--- src/rtl/mem_port_arbiter.sv ---
// mem_port_arbiter: shares one fixed-latency memory port between
// instruction fetch and load/store with alternating arbitration.
module mem_port_arbiter #(
  parameter int MEM_LAT = 2,
  parameter int CNT_W = 16
) (
  input  logic             clk,
  input  logic             rst_b,
  input  logic             if_req,
  input  logic [31:0]      if_addr,
  output logic             if_ack,
  output logic [31:0]      if_data,
  input  logic             d_req,
  input  logic             d_we,
  input  logic [31:0]      d_addr,
  input  logic [31:0]      d_wdata,
  output logic             d_ack,
  output logic [31:0]      d_rdata,
  input  logic             halted,
  output logic [31:0]      mem_addr,
  output logic [31:0]      mem_wdata,
  output logic             mem_we,
  input  logic [31:0]      mem_rdata,
  output logic             busy,
  output logic [CNT_W-1:0] conflict_cnt
);

  localparam logic [1:0] IDLE   = 2'd0;
  localparam logic [1:0] ACCESS = 2'd1;
  localparam logic [1:0] RESP   = 2'd2;

  localparam logic [3:0] CNT_INIT = 4'(MEM_LAT - 1);

  logic [1:0]  state;
  logic [3:0]  cnt;
  logic        owner_d;
  logic        last_d;
  logic        we_r;
  logic [31:0] addr_r;
  logic [31:0] wdata_r;
  logic        both;
  logic        pick_d;
  logic        grant;
  logic        in_access;
  logic        last_beat;

  // last_d low means the previous grant went to fetch
  assign both      = if_req & d_req;
  assign pick_d    = d_req & (~if_req | ~last_d);
  assign grant     = (state == IDLE) & ~halted
                   & (if_req | d_req);
  assign in_access = (state == ACCESS);
  assign last_beat = in_access & (cnt == 4'd0);

  assign busy      = (state != IDLE);
  assign if_ack    = (state == RESP) & ~owner_d;
  assign d_ack     = (state == RESP) & owner_d;
  assign mem_we    = last_beat & we_r;
  assign mem_addr  = in_access ? addr_r : '0;
  assign mem_wdata = in_access ? wdata_r : '0;

  // Sequencer: IDLE -> ACCESS for MEM_LAT cycles -> RESP
  always_ff @(posedge clk or negedge rst_b) begin
    if (!rst_b) begin
      state <= IDLE;
      cnt   <= '0;
    end else begin
      case (state)
        IDLE: begin
          if (grant) begin
            state <= ACCESS;
            cnt   <= CNT_INIT;
          end
        end
        ACCESS: begin
          if (cnt == 4'd0) begin
            state <= RESP;
          end else begin
            cnt <= cnt - 4'd1;
          end
        end
        RESP:    state <= IDLE;
        default: state <= IDLE;
      endcase
    end
  end

  // Latch winner and its operands at grant time
  always_ff @(posedge clk or negedge rst_b) begin
    if (!rst_b) begin
      owner_d <= 1'b0;
      last_d  <= 1'b0;
      we_r    <= 1'b0;
      addr_r  <= '0;
      wdata_r <= '0;
    end else if (grant) begin
      owner_d <= pick_d;
      last_d  <= pick_d;
      we_r    <= pick_d & d_we;
      addr_r  <= pick_d ? d_addr : if_addr;
      wdata_r <= d_wdata;
    end
  end

  // Capture read data into the owner's register on the last beat
  always_ff @(posedge clk or negedge rst_b) begin
    if (!rst_b) begin
      if_data <= '0;
      d_rdata <= '0;
    end else if (last_beat && !we_r) begin
      if (owner_d) begin
        d_rdata <= mem_rdata;
      end else begin
        if_data <= mem_rdata;
      end
    end
  end

  // Saturating count of grants made under contention
  always_ff @(posedge clk or negedge rst_b) begin
    if (!rst_b) begin
      conflict_cnt <= '0;
    end else if (grant && both && !(&conflict_cnt)) begin
      conflict_cnt <= conflict_cnt + CNT_W'(1);
    end
  end

endmodule

--- config.mk ---
export PLATFORM = sky130hd
export DESIGN_NAME = mem_port_arbiter
export DESIGN_NICKNAME = d
export VERILOG_FILES = /design/src/rtl/mem_port_arbiter.sv
export SDC_FILE = /design/constraint.sdc
export NUM_CORES = 1
export LEC_CHECK = 0
export BUFFER_PORTS_ARGS = -buffer_cell sky130_fd_sc_hd__buf_2
export CAP_MARGIN = 20
export CORE_ASPECT_RATIO = 1.75
export CORE_UTILIZATION = 50
export CTS_CLUSTER_SIZE = 20
export DETAILED_ROUTE_END_ITERATION = 12
export PLACE_DENSITY = 0.91
export SLEW_MARGIN = 15
export SYNTH_ARGS = -nofsm -noshare
export SYNTH_HDL_FRONTEND = slang
export SYNTH_SLANG_ARGS = --single-unit
--- constraint.sdc ---
create_clock -name clk -period 4.4 [get_ports clk]
set_input_delay 0.22 -clock clk [delete_from_list [all_inputs] [get_ports clk]]
set_output_delay 0.22 -clock clk [all_outputs]
set_load 0.005 [all_outputs]
==> results.cfg <==
[hold_path]
min_to = wdata_r[9]
hold_class = in -> reg
hold_start = d_wdata[9]
worstHoldPathCells = 3

[setup_path]
cp_max_fo = 68
worstReg2RegStart = state[1]
crit_type = reg -> reg
cp_data_arrival_time_ns = 2.76
cpMaxStageDelayCell = buf_4
crit_chain = and2b_1 -> buf_4 -> and2_1 -> nor3b_4 -> buf_4 -> mux2_2
crit_top_cell = buf_4
worstSetupStartpointType = flip-flop
cp-end-kind = flip-flop
cp.required_ns = 4.70
crit_path_start = state[1]
max_stage_delay_ns = 0.44
reg2reg_to = if_data[17]
reg2reg_slack_ns = 1.94
reg2reg_depth = 6

[drt]
dr.pass1.iters = 4
drt-total-wl_um = 17700
post_drt_wl_per_cell_um = 16.3
vias_per_cell = 5.21
vias = 5647
drt-initial-drc-count = 184
drcViolationCount = 0
ant_nets = 0

[outcome]
outcome = completed

[timing]
period_share_pct = 55.9
period_minus_slack_ns = 2.46
final_max_slew_viol_count = 0
finClkSkew_ns = 0.0120
rsz0062_at_grt = false
finalHoldViolations = 0
finalSetupTns_ns = 0
max_clock_freq_mhz = 406
slew_headroom_pct = 42.7
setup_viol = 0
finalWorstSetupSlack_ns = 1.94
worstMarginPinSlew_ns = 0.860

[cts]
clockBufferDepth = 2
cts_buffers = 17
cts_root_buffer = clkbuf_16
clk_latency_ns = 0.42
hold_buffers = 22
clkSinkCount = 152
ctsResizeCount = 0
cts_tree = built
htreeDepth = 4
cts_setup_buffers = 0
path_clk_slew_ns = 0.06

[global_route]
met3_usage_pct = 6.30
grt_first_pass_wirelength_um = 27800
grt.total_usage_pct = 26.6
grt_use_met2_pct = 46.9
use_met1_pct = 26.5
antenna_found_initial = 0
grt_overflow = 0
first_global_vias = 6031
grt_max_degree = 100
grt.busiest_layer = met2

[place]
dpl.cell_count = 1030
dp_hpwl_um = 12000
port_buffers = 281
post-place-ws_ns = 1.94
gp_congestion = 0.852

[pwr]
leakagePower_nw = 4.79
pwr_density_cell_mw_per_mm2 = 651
power.total_mw = 5.90
peakVddDrop_mv = 0.335

[final_layout]
areaGrowthSynthToFinish_pct = 35.9
multiInputGateArea_mm2 = 0.00276
layout_commonest_cell = buf_2
seqCellArea_mm2 = 0.00380
final_nets = 1037
final_cell_mix = buf_2 (280), dfrtp_1 (152), nand2_1 (141)
n_antenna_cell = 0
num-fill-cells = 936
fin_cells = 1084
final_util_pct = 70.0
drive_above_1_share_pct = 43.6

[floorplan]
design.core.area_mm2 = 0.0129
die-area_mm2 = 0.0138
num_rows = 55
die_h_um = 155
start_util_pct = 51.5
ios = 282
die_w_um = 89.3

[run]
max_cap_viol_count = 0

[yosys]
synth_top_flop_cell = dfrtp_1
synth-async-reset-ratio_pct = 100
syn_avg_cell_area_um2 = 11.1
synth.distinct_cells = 38
synth_top_area_share_pct = 57.1
syn_inst = 600
synth_nets = 737
yosys.area.top_type = dfrtp_1
ys_ff_latch = 152
synth_edf_count = 0
syn_area_mm2 = 0.00666
ys_seq_area_share_pct = 57.1
netlist_top_cells_area = dfrtp_1 (57%), mux2_2 (11%), nand2_1 (7.9%), and2_1 (6.1%), mux2i_1 (5.0%)
ys_warn_count = 0
## how the worst max path moves through the flow
stage | cells past startpoint | endpoint | slack (ns)
detailed placement | 6 | if_data[17] | 1.94
global placement | 6 | if_data[19] | 2.03
CTS | 6 | if_data[17] | 1.94
floorplan | 7 | if_data[10] | 2.39
global route | 6 | if_data[25] | 1.78
finish | 6 | if_data[17] | 1.94
## logic make-up after synthesis
kind of cell,after synthesis,synth area share (%)
and+or+nand+nor,259,19.1
adders and majority gates,3,0.563
muxes,100,16.3
DFF,152,57.1
AOI/OAI and AO/OA,40,3.21
buffers and inverters,33,2.03
xor gates and xnor gates,13,1.71
## critical path: cells and delay by family, from the launching register on
family        cells  cell delay [ns]
flops             1             0.43
simple gates      3             0.64
mux               1             0.39
buf+inv           2             0.84
## cell usage after synthesis (2+ instances only)
cell and n:
mux2_2 67, clkbuf_1 21, ha_1 3, and2_1 65, or2_2 2, buf_2 9, o21ai_0 33, nor2_1 11
nor3b_1 3, nor4_1 4, xor2_1 10, nor4b_1 2, and3_1 3, mux2i_1 33, nand3_1 6, nor3_1 4
inv_1 3, a21oi_1 3, dfrtp_1 152, xnor2_1 3, and4_1 2, nand2_1 141, nand4_1 5
## state kept, by name, summed over array words and instances (netlist names)
name,flops
addr_r,32
d_rdata,32
if_data,32
wdata_r,32
conflict_cnt,16
cnt,4
state,2
last_d,1
we_r,1
## report_power, final
part | internal (mW) | leakage (nW) | switching (mW)
clock | 0.803 | 0.282 | 0.628
sequential | 2.02 | 1.88 | 0.358
combinational | 1.06 | 2.63 | 1.03
total | 3.89 | 4.79 | 2.01
## metal layers
metal / part of all wire, % / up-vias
li1: - / 2602
met1: 34 / 2689
met2: 53 / 282
met3: 6.6 / 74
met4: 5.9 / 0
met5: 0 / -
## cell type report
type | instances | share of cell area (%)
Inverter | 3 | 0.124
Tap cell | 171 | 2.36
Multi-Input combinational cell | 415 | 30.4
Clock buffer | 17 | 4.70
Clock inverter | 15 | 1.70
Sequential cell | 152 | 42.0
Timing Repair Buffer | 311 | 18.7
## through the flow
step	cell area [um2]	hold WS [ns]
finish	9060	0.0153
global route	9060	0.00486
CTS	9060	0.00429
detailed placement	8260	0.272
global placement	8260	0.266
floorplan	6660	-0.0756
Note: power is estimated with default switching activity, not from simulation.
